===== src/rtl/lieat_wbck_arb.sv =====
// Writeback arbiter for the long-instruction tracking table and the ALU short path.
// Optional ALU anti-starvation counter is enabled by defining LIEAT_WBARB_STARVE_EN.
module lieat_wbck_arb #(
    parameter  int LONGI_DEPTH = 4,
    parameter  int STARVE_MAX  = 3,
    parameter  int XLEN        = 32,
    parameter  int REG_IDX     = 5,
    localparam int ITAG_W      = $clog2(LONGI_DEPTH)
) (
    input  logic               clock,
    input  logic               reset,
    input  logic               alu_wb_valid,
    output logic               alu_wb_ready,
    input  logic [XLEN-1:0]    alu_wb_pc,
    input  logic [XLEN-1:0]    alu_wb_data,
    input  logic               alu_wb_en,
    input  logic [REG_IDX-1:0] alu_wb_rd,
    input  logic               longi_disp_valid,
    output logic               longi_disp_ready,
    input  logic [REG_IDX-1:0] longi_disp_rd,
    input  logic [XLEN-1:0]    longi_disp_pc,
    input  logic               longi_disp_lsu,
    output logic [ITAG_W-1:0]  longi_disp_itag,
    input  logic               longi_wb_valid,
    output logic               longi_wb_ready,
    input  logic [ITAG_W-1:0]  longi_wb_itag,
    input  logic [XLEN-1:0]    longi_wb_data,
    input  logic [REG_IDX-1:0] dep_rs1,
    input  logic [REG_IDX-1:0] dep_rs2,
    output logic               dep_hazard,
    output logic               wb_valid,
    output logic               wb_en,
    output logic               wb_lsu,
    output logic [REG_IDX-1:0] wb_rd,
    output logic [XLEN-1:0]    wb_pc,
    output logic [XLEN-1:0]    wb_data,
    output logic               longi_empty
);

    logic [LONGI_DEPTH-1:0] valid_q, valid_d;
    logic [LONGI_DEPTH-1:0] lsu_q;
    logic [REG_IDX-1:0]     rd_q [LONGI_DEPTH];
    logic [XLEN-1:0]        pc_q [LONGI_DEPTH];
    logic [ITAG_W-1:0]      alloc_ptr_q, alloc_ptr_d;

    logic               wb_valid_q, wb_valid_d;
    logic               wb_en_q, wb_en_d;
    logic               wb_lsu_q, wb_lsu_d;
    logic               wb_long_q, wb_long_d;
    logic [REG_IDX-1:0] wb_rd_q, wb_rd_d;
    logic [XLEN-1:0]    wb_pc_q, wb_pc_d;
    logic [XLEN-1:0]    wb_data_q, wb_data_d;

    logic alu_force;
    logic disp_fire;
    logic long_grant;
    logic long_hit;
    logic alu_grant;

    assign longi_disp_ready = ~valid_q[alloc_ptr_q];
    assign longi_disp_itag  = alloc_ptr_q;
    assign disp_fire        = longi_disp_valid & longi_disp_ready;

    // The long path owns the port unless the ALU has been starved long enough.
    assign longi_wb_ready = ~(alu_force & alu_wb_valid);
    assign alu_wb_ready   = ~longi_wb_valid | alu_force;
    assign long_grant     = longi_wb_valid & longi_wb_ready;
    assign alu_grant      = alu_wb_valid & alu_wb_ready;
    assign long_hit       = long_grant & valid_q[longi_wb_itag];

`ifdef LIEAT_WBARB_STARVE_EN
    localparam int CNT_W = $clog2(STARVE_MAX + 2);
    logic [CNT_W-1:0] starve_q, starve_d;

    assign alu_force = (starve_q == CNT_W'(STARVE_MAX));

    always_comb begin
        starve_d = starve_q;
        if (alu_grant) begin
            starve_d = '0;
        end else if (alu_wb_valid & ~alu_wb_ready) begin
            starve_d = starve_q + CNT_W'(1);
        end
    end

    always_ff @(posedge clock or posedge reset) begin
        if (reset) begin
            starve_q <= '0;
        end else begin
            starve_q <= starve_d;
        end
    end
`else
    assign alu_force = 1'b0;
`endif

    // A freed entry is cleared before the dispatch set, so a same-cycle
    // release only becomes allocatable once it shows up in valid_q.
    always_comb begin
        valid_d     = valid_q;
        alloc_ptr_d = alloc_ptr_q;
        if (long_hit) begin
            valid_d[longi_wb_itag] = 1'b0;
        end
        if (disp_fire) begin
            valid_d[alloc_ptr_q] = 1'b1;
            alloc_ptr_d          = alloc_ptr_q + ITAG_W'(1);
        end
    end

    always_comb begin
        wb_valid_d = 1'b0;
        wb_en_d    = 1'b0;
        wb_lsu_d   = 1'b0;
        wb_long_d  = 1'b0;
        wb_rd_d    = wb_rd_q;
        wb_pc_d    = wb_pc_q;
        wb_data_d  = wb_data_q;
        if (long_hit) begin
            wb_valid_d = 1'b1;
            wb_en_d    = (rd_q[longi_wb_itag] != '0);
            wb_lsu_d   = lsu_q[longi_wb_itag];
            wb_long_d  = 1'b1;
            wb_rd_d    = rd_q[longi_wb_itag];
            wb_pc_d    = pc_q[longi_wb_itag];
            wb_data_d  = longi_wb_data;
        end else if (alu_grant) begin
            wb_valid_d = 1'b1;
            wb_en_d    = alu_wb_en & (alu_wb_rd != '0);
            wb_rd_d    = alu_wb_rd;
            wb_pc_d    = alu_wb_pc;
            wb_data_d  = alu_wb_data;
        end
    end

    always_ff @(posedge clock or posedge reset) begin
        if (reset) begin
            valid_q     <= '0;
            alloc_ptr_q <= '0;
            wb_valid_q  <= 1'b0;
            wb_en_q     <= 1'b0;
            wb_lsu_q    <= 1'b0;
            wb_long_q   <= 1'b0;
            wb_rd_q     <= '0;
            wb_pc_q     <= '0;
            wb_data_q   <= '0;
        end else begin
            valid_q     <= valid_d;
            alloc_ptr_q <= alloc_ptr_d;
            wb_valid_q  <= wb_valid_d;
            wb_en_q     <= wb_en_d;
            wb_lsu_q    <= wb_lsu_d;
            wb_long_q   <= wb_long_d;
            wb_rd_q     <= wb_rd_d;
            wb_pc_q     <= wb_pc_d;
            wb_data_q   <= wb_data_d;
        end
    end

    // Entry payload is qualified by valid_q, so it needs no reset.
    always_ff @(posedge clock) begin
        if (disp_fire) begin
            rd_q[alloc_ptr_q]  <= longi_disp_rd;
            pc_q[alloc_ptr_q]  <= longi_disp_pc;
            lsu_q[alloc_ptr_q] <= longi_disp_lsu;
        end
    end

    always_comb begin
        logic hit1;
        logic hit2;
        hit1 = wb_valid_q & wb_en_q & (wb_rd_q == dep_rs1);
        hit2 = wb_valid_q & wb_en_q & (wb_rd_q == dep_rs2);
        for (int i = 0; i < LONGI_DEPTH; i++) begin
            if (valid_q[i] && (rd_q[i] == dep_rs1)) hit1 = 1'b1;
            if (valid_q[i] && (rd_q[i] == dep_rs2)) hit2 = 1'b1;
        end
        dep_hazard = (hit1 & (dep_rs1 != '0)) | (hit2 & (dep_rs2 != '0));
    end

    assign longi_empty = ~(|valid_q) & ~wb_long_q;
    assign wb_valid    = wb_valid_q;
    assign wb_en       = wb_en_q;
    assign wb_lsu      = wb_lsu_q;
    assign wb_rd       = wb_rd_q;
    assign wb_pc       = wb_pc_q;
    assign wb_data     = wb_data_q;

endmodule

===== config.mk =====
export PLATFORM = sky130hd
export DESIGN_NAME = lieat_wbck_arb
export DESIGN_NICKNAME = d
export VERILOG_FILES = /design/src/rtl/lieat_wbck_arb.sv
export SDC_FILE = /design/constraint.sdc
export NUM_CORES = 1
export LEC_CHECK = 0
export BUFFER_PORTS_ARGS = -buffer_cell sky130_fd_sc_hd__buf_4
export CAP_MARGIN = 15
export CORE_MARGIN = 3
export CORE_UTILIZATION = 45
export CTS_CLUSTER_SIZE = 16
export DETAILED_ROUTE_END_ITERATION = 8
export PLACE_DENSITY = 0.8
export SLEW_MARGIN = 10
export SYNTH_ARGS = -nofsm -noshare
export SYNTH_HDL_FRONTEND = slang
export SYNTH_SLANG_ARGS = --single-unit

===== constraint.sdc =====
create_clock -name clock -period 7.3 [get_ports clock]
set_clock_uncertainty 0.15 [all_clocks]
set_input_delay 2.19 -clock clock [delete_from_list [all_inputs] [get_ports clock]]
set_output_delay 2.19 -clock clock [all_outputs]
set_load 0.02 [all_outputs]

==> metrics.log, run 1 <==
[metrics] post-synthesis cell type with the largest combined area: edfxtp_1
[metrics] Min Clock Period, post-route: 5.77 ns
[metrics] count of TritonRoute iterations in the first routing pass: 4
[metrics] hold-critical path endpoint: wb_pc[0]
[metrics] number of DRC violations after detailed routing: 0
[metrics] count of filler cells inserted in the layout: 1594
[metrics] switching fraction of total power: 0.302
[metrics] async set or reset register ratio after synthesis: 0.342
[metrics] DR WL/cell: 20.0 um
[metrics] FF+latch area: around 6500 um^2
[metrics] CTS Root Buffer Type: clkbuf_16
[metrics] CP Launch Type: input pin
[metrics] area of the mapped netlist: 9550 um^2
[metrics] # resized after CTS: 0
[metrics] final setup TNS: 0 ns
[metrics] max-capacitance violation count: 0
[metrics] Synth Area per Inst: 14.7 um^2
[metrics] I/O Buffers: approximately 230
[metrics] leading register cell type out of synthesis: edfxtp_1
[metrics] leakage power total: 5.05 nW
[metrics] leading post-synthesis cells by cell area: edfxtp_1 (48%), dfrtp_1 (21%), mux4_2 (9.2%), nand2_1 (4.3%), xor2_1 (3.7%)
[metrics] terminus of the critical flop-to-flop path: pc_q[0][31]
[metrics] Hold Startpoint: wb_pc[0]
[metrics] number of setup buffers added after CTS: 0
[metrics] worst slew margin relative to its limit: 0.264
[metrics] crit-path leading delay family: simple AND/OR/NAND/NOR gates
[metrics] dominant cell type by count on the critical path: buf_4
[metrics] worst-path cell chain: buf_4 > xor2_1 > nor4_1 > nand4_1 > nand3_1 > a311oi_1 > o21ai_0 > buf_4
[metrics] antenna cell count: 0
[metrics] f_max: 0.173 GHz
[metrics] complex-gate fraction of the synthesized area: 0.0591
[metrics] later-pin clock latency in the skew report: 0.51 ns
[metrics] total placed cells including tap cells: 1118
[metrics] final-layout worst hold slack: 0.319 ns
[metrics] Peak VDD IR: about 180 uV
[metrics] total of hold buffers inserted after clock tree synthesis: 0
[metrics] horizontal extent of the die: 152 um
[metrics] Mapped Cells: 650
[metrics] path type of the worst min-delay path: reg -> reg
[metrics] effective utilization at floorplan: 0.464
[metrics] number of clock sinks: 231
[metrics] layout cells sized above 1: 0.365
[metrics] TritonCTS clock tree: built
[metrics] main combinational cell family by area after synthesis: multiplexers
[metrics] share of synthesized cell area in and, or, nand and nor gates: 0.0865
[metrics] number of routed nets with antenna violations: 0
[metrics] Yosys warning total: 0
[metrics] part of the total power dissipated in combinational logic: 0.254
[metrics] Non-Filler Instances: 1162
[metrics] placeable core area: 20600 um^2
[metrics] required time at the endpoint of the critical path: ~5 ns
[metrics] cell depth of the worst min-delay path: 2
[metrics] xor and xnor area share after synthesis: 0.0468
[metrics] standard cell with the maximum stage delay on the critical path: nor4_1
[metrics] Crit Reg-Reg Startpoint: valid_q[3]
[metrics] global-route wire length before repair: 34900 um
[metrics] Final Setup Violations: 0
[metrics] # nets final: 1035
[metrics] number of H-tree branching levels: 1
[metrics] final hold violation count: 0
[metrics] clock buffer count from CTS: 24
[metrics] reg2reg path depth: 3
[metrics] Internal Power: 2.94 mW
[metrics] top-level I/O count: 236
[metrics] portion of netlist area occupied by mux cells: 0.0942
[metrics] DP Wirelength: 15100 um
[metrics] total buffers and inverters traversed by the critical path: 2
[metrics] maximum fanout along the worst path: 6
[metrics] worst path arrival time: around 3.4 ns
[metrics] number of vias after detailed routing: 6171
[metrics] number of enable flip-flop cells after synthesis: 152
[metrics] RSZ-0062 raised after global routing: false
[metrics] Overall Global Routing Usage: 0.197
[metrics] post-route fraction of the period consumed by the critical path: 0.790
[metrics] power density of the placed cells: 342 nW/um^2
[metrics] number of global-route vias before repair: 6279
[metrics] grt ovf: 0
[metrics] Clock transition at path regs: roughly 0.06 ns
[metrics] area occupied by multi-input gates: 2810 um^2
[metrics] Worst Max-Slew Pin Slew: 1.10 ns
[metrics] critical path type: in -> out
[metrics] number of standard-cell rows in the floorplan: 52
[metrics] floorplan die height: 152 um
[metrics] maximum buffer depth of the clock tree: 3
[metrics] switching component of the power: ~1.3 mW
[metrics] iteration-0 DRC count of the detailed router: 278
[metrics] type of destination of the critical path: primary output
[metrics] Routability Congestion: 0.808
[metrics] total detailed-routing wirelength: 23200 um
[metrics] slowest stage delay, CP: 0.30 ns
[metrics] count of pins over their slew limit: 0
[metrics] result of the run: finished clean
[metrics] number of antenna violations at the first check in global routing: 0
[metrics] post-synthesis cell type count: 37
[metrics] power share of the sequential group: 0.450
[metrics] die area: about 23000 um^2
[metrics] register-to-register path setup slack: between 4 and 5 ns
[metrics] synthesis-stage register bit count: 231
[metrics] part of the Yosys area used for sequential elements: 0.685
[metrics] signed area change from the synthesized netlist to the final layout: 29.2%
[metrics] maximum number of pins on one net before global-route repair: 80
[metrics] detailed-route vias per instance: 5.31
[metrics] arithmetic-cell share of the synthesized area counting full adders, half adders and majority gates: 0.00524
[metrics] clock power share: 0.296
[metrics] number of nets in the synthesized netlist: 811
[metrics] area share of the largest cell type after synthesis: 0.478
[sequential cells by signal, summed over array words and instances (netlist names)]
register         count
wb_pc               32
valid_q              4
pc_q               128
wb_en                1
wb_rd                5
longi_disp_itag      2
rd_q                20
lsu_q                4
wb_long_q            1
wb_data             32
wb_valid             1
wb_lsu               1
[how the worst max path moves through the flow]
stage | endpoint | depth (start not counted) | from | slack, ns
2_1_floorplan | dep_hazard | 7 | dep_rs2[4] | 1.42
3_3_place_gp | dep_hazard | 8 | dep_rs2[4] | 1.50
3_5_place_dp | dep_hazard | 8 | dep_rs2[4] | 1.51
4_1_cts | dep_hazard | 8 | dep_rs2[4] | 1.50
5_1_grt | dep_hazard | 8 | dep_rs2[4] | 1.46
6_report | dep_hazard | 8 | dep_rs2[4] | 1.53
[tightest hold or removal path, cell delays in order (launching register included)]
cell and delay (ns):
dfrtp_1 0.34, nand2_1 0.05, nand2_1 0.05
[cells in the mapped netlist, types with 2 or more instances]
cell / count
inv_1: 5
a21o_1: 2
nand4_1: 2
nand3_1: 9
edfxtp_1: 152
or4_1: 5
mux4_2: 39
xor2_1: 40
xnor2_1: 11
dfrtp_1: 79
ha_1: 4
clkbuf_1: 25
nand2b_1: 2
nor2_1: 46
buf_2: 12
inv_2: 2
nand2_1: 110
o22ai_1: 18
a22oi_1: 44
o21ai_0: 3
and2_1: 5
a31oi_1: 8
nor4_1: 10
nor2b_1: 2
buf_4: 3
[cells in the final DEF, fill, tap and decap left out, types with 8 or more instances in the layout]
master,synthesis,routed
xnor2_1,11,11
o22ai_1,18,18
mux4_2,39,39
dfrtp_1,79,79
edfxtp_1,152,152
a22oi_1,44,44
nor2_1,46,46
nand3_1,9,9
clkbuf_16,0,25
xor2_1,40,40
a31oi_1,8,8
nand2_1,110,110
nor4_1,10,10
buf_4,3,240
[power by group through the flow]
stage,Combinational (mW),Sequential (mW),Clock (mW)
2_1_floorplan,0.455,2.05,0
3_3_place_gp,1.06,1.91,0
3_5_place_dp,1.09,1.92,0
4_1_cts,1.09,1.90,1.28
5_1_grt,1.17,1.93,1.34
6_report,1.07,1.90,1.25
[routing by layer]
layer  global-route usage  vias to the layer above  wire (um)
met5                    0                        -          0
met3               0.0422                       29       2060
li1                     -                     2857          -
met4               0.0440                        0        378
met1                0.256                     3038       9260
met2                0.344                      247      11500
[cells by family after synthesis]
kind of cell,count (synthesis)
buffers and inverters,49
muxes,41
and+or+nand+nor,193
DFF,231
other,1
AOI/OAI and AO/OA,80
adders and majority gates,4
xor gates and xnor gates,51
[cell type report]
| type | count | area share |
|---|---|---|
| sequential | 231 | 0.530 |
| timing repair buffer | 240 | 0.146 |
| inverter | 7 | 0.00223 |
| clock inverter | 13 | 0.0138 |
| tap | 270 | 0.0274 |
| clock buffer | 31 | 0.0525 |
| multi-input combinational | 370 | 0.228 |
[metrics by stage]
| step | total power, mW | area, um^2 | utilization | setup slack (ns) |
|---|---|---|---|---|
| 5_1_grt | 4.44 | 12300 | 0.600 | 1.46 |
| 4_1_cts | 4.27 | 12300 | 0.600 | 1.50 |
| 2_1_floorplan | 2.50 | 9550 | - | 1.42 |
| 3_5_place_dp | 3.01 | 11500 | 0.560 | 1.51 |
| 3_3_place_gp | 2.98 | 11500 | 0.560 | 1.50 |
| 6_report | 4.22 | 12300 | 0.600 | 1.53 |
Note: power is estimated with default switching activity, not from simulation.
==> run 2, diff against run 1 <==
--- a/config.mk
+++ b/config.mk
@@ -11,7 +11,7 @@
 export CORE_UTILIZATION = 45
 export CTS_CLUSTER_SIZE = 16
 export DETAILED_ROUTE_END_ITERATION = 8
-export PLACE_DENSITY = 0.8
+export PLACE_DENSITY = 0.83
 export SLEW_MARGIN = 10
 export SYNTH_ARGS = -nofsm -noshare
 export SYNTH_HDL_FRONTEND = slang
==> constraint.sdc (replaced) <==
create_clock -name clock -period 5.2 [get_ports clock]
set_clock_uncertainty 0.15 [all_clocks]
set_input_delay 1.56 -clock clock [delete_from_list [all_inputs] [get_ports clock]]
set_output_delay 1.56 -clock clock [all_outputs]
set_load 0.02 [all_outputs]
==> metrics.log, run 2 (same netlist as run 1, synthesis figures left out) <==
[metrics] result of the run: finished clean
[metrics] maximum fanout along the worst path: 6 (unchanged)
[metrics] detailed-route vias per instance: 5.41 (+1.8%)
[metrics] effective utilization at floorplan: 0.464 (unchanged)
[metrics] number of routed nets with antenna violations: 0 (unchanged)
[metrics] top-level I/O count: 236 (unchanged)
[metrics] worst slew margin relative to its limit: 0.246 (-0.0190)
[metrics] leading cell types in the layout, fill and taps excluded: buf_4 (239), edfxtp_1 (152), nand2_1 (110), dfrtp_1 (79), nor2_1 (46)
[metrics] clock power share: 0.309 (+0.013)
[metrics] total of hold buffers inserted after clock tree synthesis: 0 (unchanged)
[metrics] final hold violation count: 0 (unchanged)
[metrics] placeable core area: 20600 um^2 (unchanged)
[metrics] # nets final: 1034 (-0.097%)
[metrics] leakage power total: 5.07 nW (+0.39%)
[metrics] grt ovf: 0 (unchanged)
[metrics] layout cells sized above 1: 0.368 (+0.00265)
[metrics] Routability Congestion: 0.900 (+11%)
[metrics] maximum buffer depth of the clock tree: 3 (unchanged)
[metrics] TritonCTS clock tree: built
[metrics] largest register by flop count: pc_q
[metrics] number of vias after detailed routing: 6276 (+1.7%)
[metrics] power share of the sequential group: 0.443 (-0.007)
[metrics] max-capacitance violation count: 0 (unchanged)
[metrics] count of TritonRoute iterations in the first routing pass: 4 (unchanged)
[metrics] CTS Root Buffer Type: clkbuf_16
[metrics] iteration-0 DRC count of the detailed router: 509 (+83%)
[metrics] number of clock sinks: 231 (unchanged)
[metrics] die area: 23000 um^2 (unchanged)
[metrics] later-pin clock latency in the skew report: 0.50 ns (about the same)
[metrics] Clock transition at path regs: 0.05 ns (about the same)
[metrics] number of setup buffers added after CTS: 0 (unchanged)
[metrics] required time at the endpoint of the critical path: 3.49 ns (-1.47 ns)
[metrics] RSZ-0062 raised after global routing: false
[metrics] signed area change from the synthesized netlist to the final layout: 29.7%
[metrics] number of DRC violations after detailed routing: 0 (unchanged)
[metrics] critical path type: in -> out
[metrics] flip-flop count of the largest register, all copies and words added: 128 (unchanged)
[metrics] DR WL/cell: 20.4 um (+2.0%)
[metrics] I/O Buffers: 234 (unchanged)
[metrics] count of filler cells inserted in the layout: 1606 (+0.75%)
[metrics] path type of the worst min-delay path: reg -> reg
[metrics] leading cell type in the layout, fill and taps excluded: buf_4
[metrics] number of standard-cell rows in the floorplan: 52 (unchanged)
[metrics] DP Wirelength: 15700 um (+3.5%)
[metrics] floorplan die height: 152 um (unchanged)
[metrics] power density of the placed cells: 488 nW/um^2 (+43%)
[metrics] count of pins over their slew limit: 0 (unchanged)
[metrics] part of the total power dissipated in combinational logic: 0.248 (-0.006)
[metrics] worst path arrival time: 2.78 ns (-0.65 ns)
[metrics] number of antenna violations at the first check in global routing: 0 (unchanged)
[metrics] number of H-tree branching levels: 1 (unchanged)
[metrics] Internal Power: 4.23 mW (+44%)
[metrics] Crit Reg-Reg Startpoint: valid_q[1]
[metrics] switching component of the power: 1.82 mW (+43%)
[metrics] Worst Max-Slew Pin Slew: 1.13 ns (+0.0285 ns)
[metrics] post-route fraction of the period consumed by the critical path: 0.864
[metrics] Overall Global Routing Usage: 0.197 (about the same)
[metrics] global-route wire length before repair: 34400 um (-1.5%)
[metrics] f_max: about 0.22 GHz
[metrics] Min Clock Period, post-route: 4.49 ns
[metrics] switching fraction of total power: 0.301 (-0.00132)
[metrics] total detailed-routing wirelength: 23700 um (+1.9%)
[metrics] Worst setup startpoint: dep_rs2[1]
[metrics] number of global-route vias before repair: 6235 (-0.70%)
[metrics] clock buffer count from CTS: 24 (unchanged)
[metrics] type of destination of the critical path: primary output
[metrics] # resized after CTS: 0 (unchanged)
[metrics] CP Launch Type: input pin
[metrics] Final Setup Violations: 0 (unchanged)
[metrics] final setup TNS: 0 ns (unchanged)
[metrics] antenna cell count: 0 (unchanged)
[metrics] final cell utilization of the core: 0.602 (+0.00237)
[metrics] maximum number of pins on one net before global-route repair: 52 (-35%)
[metrics] horizontal extent of the die: 152 um (unchanged)
[metrics] Hold Startpoint: wb_pc[23]
[metrics] Peak VDD IR: 301 uV (+63%)
-- run 2: cell count changes in the layout (fill, tap and decap cells not counted) --
cell        before  now
clkbuf_1         6    3
bufinv_16        4    6
buf_4          240  239
clkinvlp_4       1    2
-- run 2: power groups by stage --
stage	registers, mW	logic (mW)	clock network, mW
2_1_floorplan	2.87	0.639	0
3_3_place_gp	2.69	1.49	0
3_5_place_dp	2.71	1.52	0
4_1_cts	2.67	1.53	1.91
5_1_grt	2.72	1.63	1.98
6_report	2.68	1.50	1.86
-- run 2: worst paths after layout --
kind	to	slack [ns]	cells after the start
setup / recovery	dep_hazard	0.71	8
hold / removal	wb_pc[23]	0.31	2
setup reg to reg	wb_pc[1]	1.84	7
hold reg to reg	wb_pc[23]	0.31	2
max in group asynchronous	wb_pc[26]	2.87	3
min in group asynchronous	wb_data[15]	0.93	2
-- run 2: final cells by class --
| type | instances | area, um^2 | share of cell area |
|---|---|---|---|
| clock buffers | 28 | 637 | 0.0514 |
| multi-input cells | 370 | 2810 | 0.227 |
| clock inverters | 16 | 238 | 0.0192 |
| well taps | 270 | 338 | 0.0273 |
| inverters | 7 | 27.5 | 0.00222 |
| flip-flops and latches | 231 | 6540 | 0.528 |
| repair buffers | 239 | 1790 | 0.145 |
-- run 2: stage by stage --
| step | setup WS [ns] | power (mW) | instances | hold slack (ns) | cell area [um^2] |
|---|---|---|---|---|---|
| floorplan | 0.576 | 3.51 | 650 | 0.369 | 9550 |
| global placement | 0.676 | 4.18 | 1117 | 0.304 | 11500 |
| detailed placement | 0.603 | 4.23 | 1117 | 0.307 | 11500 |
| CTS | 0.696 | 6.11 | 1161 | 0.321 | 12400 |
| global route | 0.552 | 6.33 | 1161 | 0.346 | 12400 |
| finish | 0.707 | 6.04 | 1161 | 0.315 | 12400 |
-- run 2: routing by layer --
layer | GRT usage | part of all wire | up-vias
met5 | 0 | 0 | -
met3 | 0.0479 | 0.11 | 38
li1 | - | - | 2858
met1 | 0.249 | 0.39 | 3074
met4 | 0.0562 | 0.021 | 0
met2 | 0.341 | 0.49 | 306
-- run 2: critical path: stages --
cell	delay (ns)
buf_4	0.14
xor2_1	0.14
nor4_1	0.29
nand3_1	0.11
nand3_1	0.10
a311oi_1	0.05
o21ai_0	0.21
buf_4	0.17
